File: src/rtl/branch_predict_if.sv
// branch_predict_if: decode/execute signal bundle between the pipeline and the direction predictor
interface branch_predict_if #(parameter int PHT_INDEX_W = 10, parameter int GHR_W = 8);
  logic [31:0]            pcD;
  logic                   branchD;
  logic                   stallD;
  logic                   flushD;
  logic                   pred_takeD;
  logic [PHT_INDEX_W-1:0] pht_indexD;
  logic [GHR_W-1:0]       ghr_snapD;
  logic                   update_validE;
  logic                   actual_takeE;
  logic                   pred_takeE;
  logic [PHT_INDEX_W-1:0] pht_indexE;
  logic [GHR_W-1:0]       ghr_snapE;
  logic                   mispredictE;
  logic                   init_done;
  modport master (
    output pcD, branchD, stallD, flushD, update_validE, actual_takeE, pred_takeE, pht_indexE, ghr_snapE,
    input  pred_takeD, pht_indexD, ghr_snapD, mispredictE, init_done
  );
  modport slave (
    input  pcD, branchD, stallD, flushD, update_validE, actual_takeE, pred_takeE, pht_indexE, ghr_snapE,
    output pred_takeD, pht_indexD, ghr_snapD, mispredictE, init_done
  );
endinterface

File: src/rtl/branch_predict.sv
// branch_predict: gshare direction predictor with speculative global history and mispredict recovery
module branch_predict #(
  parameter int PHT_INDEX_W = 10,
  parameter int GHR_W       = 8
) (
  input logic             clk,
  input logic             rst,
  branch_predict_if.slave bp
);
  typedef enum logic {INIT, RUN} state_t;
  state_t                 state, state_n;
  logic [1:0]             pht [2**PHT_INDEX_W];
  logic [PHT_INDEX_W-1:0] init_ptr, idx;
  logic [GHR_W-1:0]       spec_ghr;
  logic [1:0]             cnt, cnt_n;
  always_comb begin
    state_n = state;
    state_n = (state == INIT && &init_ptr) ? RUN : state;
  end
  assign idx            = bp.pcD[PHT_INDEX_W+1:2] ^ PHT_INDEX_W'(spec_ghr);
  assign bp.pht_indexD  = idx;
  assign bp.ghr_snapD   = spec_ghr;
  assign bp.init_done   = state == RUN;
  assign bp.pred_takeD  = bp.init_done & bp.branchD & pht[idx][1];
  assign bp.mispredictE = bp.update_validE & (bp.pred_takeE ^ bp.actual_takeE);
  assign cnt            = pht[bp.pht_indexE];
  assign cnt_n          = bp.actual_takeE ? (&cnt ? cnt : cnt + 2'd1) : (|cnt ? cnt - 2'd1 : cnt);
  always_ff @(posedge clk) begin
    if (rst) begin
      state    <= INIT;
      init_ptr <= '0;
    end else begin
      state <= state_n;
      if (state == INIT) init_ptr <= init_ptr + PHT_INDEX_W'(1);
    end
  end
  // The table itself is never reset; the INIT sweep rewrites every entry instead.
  always_ff @(posedge clk) begin
    if (!rst && state == INIT) pht[init_ptr] <= 2'b01;
    else if (!rst && bp.init_done && bp.update_validE) pht[bp.pht_indexE] <= cnt_n;
  end
  // Mispredict recovery outranks the decode shift, which belongs to a wrong-path instruction.
  always_ff @(posedge clk) begin
    if (rst) spec_ghr <= '0;
    else if (bp.mispredictE) spec_ghr <= {bp.ghr_snapE[GHR_W-2:0], bp.actual_takeE};
    else if (bp.branchD & ~bp.stallD & ~bp.flushD & bp.init_done) spec_ghr <= {spec_ghr[GHR_W-2:0], bp.pred_takeD};
  end
endmodule

File: src/flat_wrapper.sv
// flat-port wrapper written by rule: the top's interface ports become plain ports
module branch_predict_flat 
#(
  parameter int PHT_INDEX_W = 10,
  parameter int GHR_W       = 8
)
  (clk, rst, bp_pcD, bp_branchD, bp_stallD, bp_flushD, bp_update_validE, bp_actual_takeE, bp_pred_takeE, bp_pht_indexE, bp_ghr_snapE, bp_pred_takeD, bp_pht_indexD, bp_ghr_snapD, bp_mispredictE, bp_init_done);
  branch_predict_if #(.PHT_INDEX_W(PHT_INDEX_W), .GHR_W(GHR_W)) bp_i ();
  input logic clk;
  input logic rst;
  input wire logic [$bits(bp_i.pcD)-1:0] bp_pcD;
  input wire logic [$bits(bp_i.branchD)-1:0] bp_branchD;
  input wire logic [$bits(bp_i.stallD)-1:0] bp_stallD;
  input wire logic [$bits(bp_i.flushD)-1:0] bp_flushD;
  input wire logic [$bits(bp_i.update_validE)-1:0] bp_update_validE;
  input wire logic [$bits(bp_i.actual_takeE)-1:0] bp_actual_takeE;
  input wire logic [$bits(bp_i.pred_takeE)-1:0] bp_pred_takeE;
  input wire logic [$bits(bp_i.pht_indexE)-1:0] bp_pht_indexE;
  input wire logic [$bits(bp_i.ghr_snapE)-1:0] bp_ghr_snapE;
  output wire logic [$bits(bp_i.pred_takeD)-1:0] bp_pred_takeD;
  output wire logic [$bits(bp_i.pht_indexD)-1:0] bp_pht_indexD;
  output wire logic [$bits(bp_i.ghr_snapD)-1:0] bp_ghr_snapD;
  output wire logic [$bits(bp_i.mispredictE)-1:0] bp_mispredictE;
  output wire logic [$bits(bp_i.init_done)-1:0] bp_init_done;
  assign bp_i.pcD = bp_pcD;
  assign bp_i.branchD = bp_branchD;
  assign bp_i.stallD = bp_stallD;
  assign bp_i.flushD = bp_flushD;
  assign bp_i.update_validE = bp_update_validE;
  assign bp_i.actual_takeE = bp_actual_takeE;
  assign bp_i.pred_takeE = bp_pred_takeE;
  assign bp_i.pht_indexE = bp_pht_indexE;
  assign bp_i.ghr_snapE = bp_ghr_snapE;
  assign bp_pred_takeD = bp_i.pred_takeD;
  assign bp_pht_indexD = bp_i.pht_indexD;
  assign bp_ghr_snapD = bp_i.ghr_snapD;
  assign bp_mispredictE = bp_i.mispredictE;
  assign bp_init_done = bp_i.init_done;
  branch_predict #(.PHT_INDEX_W(PHT_INDEX_W), .GHR_W(GHR_W)) u_core (.clk(clk), .rst(rst), .bp(bp_i));
endmodule
File: config.mk
export PLATFORM = sky130hd
export DESIGN_NAME = branch_predict_flat
export DESIGN_NICKNAME = d
export VERILOG_FILES = /design/src/rtl/branch_predict_if.sv /design/src/rtl/branch_predict.sv /design/src/flat_wrapper.sv
export SDC_FILE = /design/constraint.sdc
export NUM_CORES = 2
export LEC_CHECK = 0
export CELL_PAD_IN_SITES_DETAIL_PLACEMENT = 1
export CELL_PAD_IN_SITES_GLOBAL_PLACEMENT = 1
export CORE_ASPECT_RATIO = 0.5
export CORE_UTILIZATION = 49
export CTS_CLUSTER_DIAMETER = 30
export DETAILED_ROUTE_END_ITERATION = 7
export GPL_ROUTABILITY_DRIVEN = 0
export HOLD_SLACK_MARGIN = 0.1
export PLACE_DENSITY_LB_ADDON = 0.1
export SLEW_MARGIN = 20
export SYNTH_ARGS = -nofsm -noshare
export SYNTH_HDL_FRONTEND = slang
export SYNTH_SLANG_ARGS = --single-unit
File: constraint.sdc
create_clock -name clk -period 42.6 [get_ports clk]
set_clock_uncertainty 0.1 [all_clocks]
set_input_delay 6.39 -clock clk [delete_from_list [all_inputs] [get_ports clk]]
set_output_delay 6.39 -clock clk [all_outputs]
set_load 0.02 [all_outputs]
## Word level (Yosys, flattened, before mapping)

Memories as Yosys holds them, arrays and structs flattened.
Cells that the tools add are included.

| operators by class | value |
|---|---|
| $add $sub $neg | 3 |
| mux-type cells | 13 |
| bitwise gates (word level) | 11 |
| reduce and logical (&&, ||, !) cells | 10 |

Operators by type and width:

| operator | number |
|---|---|
| 2-to-1 mux 8 bit | 2 |
| adder 10 x 1 -> 10 bit, second input constant | 1 |
| 2-to-1 mux 10 bit | 1 |
| AND reduction 10 bit | 1 |
| XOR 10 x 8 -> 10 bit | 1 |
| 2-to-1 mux 2 bit | 4 |
| AND 1 bit | 6 |
| 2-to-1 mux 1 bit | 6 |
| logical AND 1 bit | 4 |
| OR reduction 2 bit | 2 |
| NOT 1 bit | 3 |
| adder 2 x 1 -> 2 bit, second input constant | 1 |
| AND reduction 2 bit | 1 |
| nonzero test 2 bit | 1 |
| subtractor 2 x 1 -> 2 bit, second input constant | 1 |
| logical NOT 1 bit | 1 |
| XOR 1 bit | 1 |

| word-level totals | value |
|---|---|
| register bits after elaboration | 19 |
| memory bits (writable) | 2048 |
| bits of input ports | 58 |
| memories kept | 1 |

Memories:

| name | words | bits a word | read ports | clocked after Yosys merged registers in | wr ports | line | text |
|---|---|---|---|---|---|---|---|
| u_core.pht | 1024 | 2 | 2 | 0 | 1 | branch_predict.sv:12 | `logic [1:0] pht [2**PHT_INDEX_W];` |

## Logic depth before layout (Yosys ltp)

| depth | value |
|---|---|
| depth after elaboration | 8 |
| gate-level depth with buffers | 16 |
| mapped depth without buffers | 11 |

## Least setup slack after synthesis

Ideal clock, no wire load.

| timing path | value |
|---|---|
| path type | input port to flip-flop |
| start point | in bp_pht_indexE[1] |
| end point | mem u_core.pht[0][1], data pin |
| library setup time | 5.679 ns |
| data arrival time | 35.904 ns |
| required time | 36.821 ns |
| path slack | 0.917 ns |
| cell stages on the path | 14 |
| buffers on the path | 5 |
| path through | buf_4 -> buf_4 -> inv_1 -> buf_2 -> buf_2 -> clkbuf_1 -> nand2_1 -> and3_1 -> o311ai_0 -> o211ai_1 -> a211oi_1 -> o211a_1 -> o21ai_1 -> a21oi_1 |

| on the way | value |
|---|---|
| word-level cells in the longest chain between the ends | 5 |
| elaborated cells on any way between the ends | 9 |

Ends and longest elaborated chain:

| item | line | text |
|---|---|---|
| from (decl) | flat_wrapper.sv:18 | `input wire logic [$bits(bp_i.pht_indexE)-1:0] bp_pht_indexE;` |
| memory read (1024 x 2 bit) * | -- |  |
| subtractor 2 x 1 -> 2 bit (tied with other cells) | branch_predict.sv:27 | `assign cnt_n = bp.actual_takeE ? (&cnt ? cnt : cnt + 2'd1) : (\|cnt ? cnt - 2'd1 : cnt);` |
| 2-to-1 mux 2 bit | branch_predict.sv:27 |  |
| 2-to-1 mux 2 bit * | branch_predict.sv:27 |  |
| 2-to-1 mux 2 bit (no source line) * | -- |  |
| to (decl) | branch_predict.sv:12 |  |

Mark *: on every way between the ends. The rest lies on a longest branch, timed or not.

## Final worst setup path

| timing path | value |
|---|---|
| start point | in bp_pcD[3] |
| end point | out bp_pred_takeD |

| on the way | value |
|---|---|
| word-level cells in the longest chain between the ends | 3 |

Ends and longest elaborated chain:

| item | line | text |
|---|---|---|
| from (decl) | flat_wrapper.sv:11 | `input wire logic [$bits(bp_i.pcD)-1:0] bp_pcD;` |
| XOR 10 x 8 -> 10 bit | branch_predict.sv:20 | `assign idx = bp.pcD[PHT_INDEX_W+1:2] ^ PHT_INDEX_W'(spec_ghr);` |
| memory read (1024 x 2 bit) | -- |  |
| AND 1 bit | branch_predict.sv:24 | `assign bp.pred_takeD = bp.init_done & bp.branchD & pht[idx][1];` |
| to (decl) | flat_wrapper.sv:20 | `output wire logic [$bits(bp_i.pred_takeD)-1:0] bp_pred_takeD;` |

No other way between the ends.

==> reports/qor.yml <==
grt_first_pass_wirelength_um: 473000
ys_warn_count: 0
placed_cell_area_um2: 96400
die_width_um: 619
synth-edff-count: 2048
fin_crit_ns: 19.42
final_cell_area_um2: 107000
timing.hold.worst.class: "register to register"
max_slew_violation_count: 0
num_vias: 60600
crit_path_start_kind: "primary input"
post-route-period-util: 0.456
timing.setup.tns_ns: 0
dieHeight_um: 311
grt_start_max_net_pins: 274
clock_tree.root_cell: "sky130_fd_sc_hd__clkbuf_16"
cts-resized-gates: 0
critPathMaxFanout: 89
dominantRegCellSynth: "sky130_fd_sc_hd__edfxtp_1"
totalWireLength_um: 340000
detailedRoute.firstIterationViolations: 9437
mappedNetlistArea_um2: 93400
area.growth.synth_to_final_pct: 14.2
clkTransAtPathRegs_ns: 0.05
synth_cell_types: 73
avgViaCountPerCell: 6.98
commonest_non_fill_non_tap_cell_in_the_layout: "sky130_fd_sc_hd__edfxtp_1"
post_cts_buffers: 0
setup.worst_path.end_class: "output port"
syn-mean-instance-area_um2: 15.9
floorplan.initialDensity: 0.497
ctsLongestPathBuffers: 4
cp.arrival_ns: 12.93
grt_antenna_before_repair: 30
clock.fmax_mhz: 51.5
worstMarginPinSlew_ns: 1.30
outcome: "completed"
groute.usage.overall: 0.351
ys_async_sr_fraction: 0
route.antenna.remaining_nets: 0
rows: 112
seq_area_frac_synth: 0.663
hpwl_um: 196000
rsz0062_at_grt: "false"
cp.required_ns: 36.11
worst_slew_margin_rel: 0.133
power.share.combinational: 0.072
vdd_ir_drop_max_v: 0.0000283
insertion_delay_ns: 0.86
seqPwrFrac: 0.434
grt_overflow: 0
drt_pre_antenna_iters: 8
synthCells: 5889
postCtsHoldBufs: 0
cts_inserted_buffers: 304
setup_viol_count_final: 0
power.clock.fraction: 0.494
post_route_cells_drive_above_1_share: 0.238
max_cap_violations: 0
finalHoldViolCount: 0
cts.htree.levels: 5
portBuffers: 55
floorplan.core_area_um2: 188000
p_sw_frac: 0.247
critical_path_class: "primary input to output port"
postSynthNetCount: 5948
power.net_switching_mw: 1.25
first_global_vias: 61400
post-route-drc-count: 0
cts.sinks: 2067
power_density_nw_per_um2: 47.7
nNetsFinal: 5994
postSynthRegisterBits: 2067
cell_int_power_mw: 3.83
cellLeakagePower_nw: 37.1
ioPinCount: 79
top_library_cells_by_usage_in_the_layout_fill_and_taps_aside: "sky130_fd_sc_hd__edfxtp_1 (2,048), sky130_fd_sc_hd__nor2_1 (1,120), sky130_fd_sc_hd__mux4_2 (680), sky130_fd_sc_hd__nand2_1 (423), sky130_fd_sc_hd__clkbuf_16 (316)"
cts_tree: "built"
wire_per_inst_um: 39.1
floorplan.die_area_um2: 192000
## per-layer routing
layer / up-vias / part of all wire / GRT usage
met3: 755 / 0.13 / 0.0997
met4: 14 / 0.039 / 0.129
met5: - / 0.00030 / 0
li1: 23400 / - / -
met2: 4151 / 0.45 / 0.522
met1: 32300 / 0.38 / 0.497
## synth_stat cells (12+ instances only)
master / number / area, um^2
sky130_fd_sc_hd__mux2i_1: 221 / 2210
sky130_fd_sc_hd__nand2_1: 479 / 1800
sky130_fd_sc_hd__nand4_1: 39 / 244
sky130_fd_sc_hd__dfxtp_1: 19 / 380
sky130_fd_sc_hd__nor2_1: 1125 / 4220
sky130_fd_sc_hd__nor2b_1: 12 / 75.1
sky130_fd_sc_hd__edfxtp_1: 2048 / 61500
sky130_fd_sc_hd__nor4_1: 18 / 113
sky130_fd_sc_hd__mux4_2: 680 / 15300
sky130_fd_sc_hd__a22oi_1: 45 / 338
sky130_fd_sc_hd__o21ai_0: 51 / 255
sky130_fd_sc_hd__buf_4: 43 / 323
sky130_fd_sc_hd__nor3_1: 46 / 230
sky130_fd_sc_hd__buf_6: 36 / 405
sky130_fd_sc_hd__a31oi_1: 47 / 294
sky130_fd_sc_hd__and3_1: 28 / 175
sky130_fd_sc_hd__clkbuf_1: 283 / 1060
sky130_fd_sc_hd__o22ai_1: 38 / 238
sky130_fd_sc_hd__a211oi_1: 28 / 210
sky130_fd_sc_hd__buf_2: 101 / 505
sky130_fd_sc_hd__a21oi_1: 81 / 405
sky130_fd_sc_hd__a2111oi_0: 15 / 131
sky130_fd_sc_hd__nand3_1: 96 / 480
sky130_fd_sc_hd__inv_1: 17 / 63.8
sky130_fd_sc_hd__buf_1: 30 / 113
sky130_fd_sc_hd__o221ai_1: 60 / 526
## power groups by stage
stage	clock [mW]	sequential (mW)	combinational, mW
global placement	0	2.25	0.355
floorplan	0	2.25	0.200
finish	2.51	2.20	0.367
global route	2.60	2.20	0.370
detailed placement	0	2.25	0.355
CTS	2.52	2.20	0.356
## logic make-up (layout without fill, tap and decap cells)
group | Yosys count | count (layout) | synth area share
compound gates | 488 | 488 | 0.0371
xor+xnor | 16 | 16 | 0.00166
fa+ha+maj | 1 | 1 | 0.000134
buf+inv | 520 | 805 | 0.0274
flops | 2067 | 2067 | 0.663
mux | 909 | 909 | 0.189
other cells | 0 | 9 | 0
simple gates | 1888 | 1888 | 0.0821
## worst max-delay path, cell delays in order
cell and delay, ns:
sky130_fd_sc_hd__clkdlybuf4s50_1 0.48, sky130_fd_sc_hd__xnor2_4 0.16, sky130_fd_sc_hd__buf_4 0.28, sky130_fd_sc_hd__inv_8 0.46
sky130_fd_sc_hd__buf_12 0.62, sky130_fd_sc_hd__buf_4 0.62, sky130_fd_sc_hd__nor2_1 0.34, sky130_fd_sc_hd__a221o_1 0.43
sky130_fd_sc_hd__o21ai_0 0.26, sky130_fd_sc_hd__nor4_1 0.11, sky130_fd_sc_hd__nor4_1 0.23, sky130_fd_sc_hd__a21oi_1 0.28
sky130_fd_sc_hd__o2111ai_1 1.03, sky130_fd_sc_hd__nand2_1 0.12, sky130_fd_sc_hd__nor3_1 0.28, sky130_fd_sc_hd__clkdlybuf4s50_1 0.66
## area by class of cell
cell class / instances / area (um^2)
fill: 17000 / 81300
sequential: 2067 / 61900
multi-input combinational: 3302 / 29300
clock buffer: 344 / 8020
tap: 2508 / 3140
timing repair buffer: 237 / 2140
clock inverter: 201 / 2000
inverter: 23 / 114
antenna: 9 / 22.5
## registers in the layout, indices dropped and copies added, names as in the netlist
name and flops:
u_core.bp.init_done 1, u_core.pht 2048, u_core.bp.ghr_snapD 8, u_core.init_ptr 10
## path summary, 6_finish.rpt
path                       from                  to  slack [ns]  cells after the start
min reg2reg  u_core.init_ptr[2]  u_core.init_ptr[2]        0.46                      2
max                   bp_pcD[3]       bp_pred_takeD       23.18                     16
min          u_core.init_ptr[2]  u_core.init_ptr[2]        0.46                      2
max reg2reg  u_core.pht[458][0]  u_core.pht[365][1]       35.00                     15
## metrics by stage
| stage | hold WS, ns | utilization | instances | total power [mW] | setup slack [ns] |
|---|---|---|---|---|---|
| 2_1_floorplan | 0.398 | - | 5889 | 2.45 | 0.917 |
| 5_1_grt | 0.498 | 0.567 | 8682 | 5.17 | 23.01 |
| 4_1_cts | 0.468 | 0.566 | 8677 | 5.08 | 23.37 |
| 6_report | 0.460 | 0.567 | 8691 | 5.08 | 23.18 |
| 3_3_place_gp | 0.433 | 0.513 | 8132 | 2.60 | 23.37 |
| 3_5_place_dp | 0.454 | 0.513 | 8132 | 2.60 | 23.43 |
No activity file was read; power rests on OpenSTA's default activity.
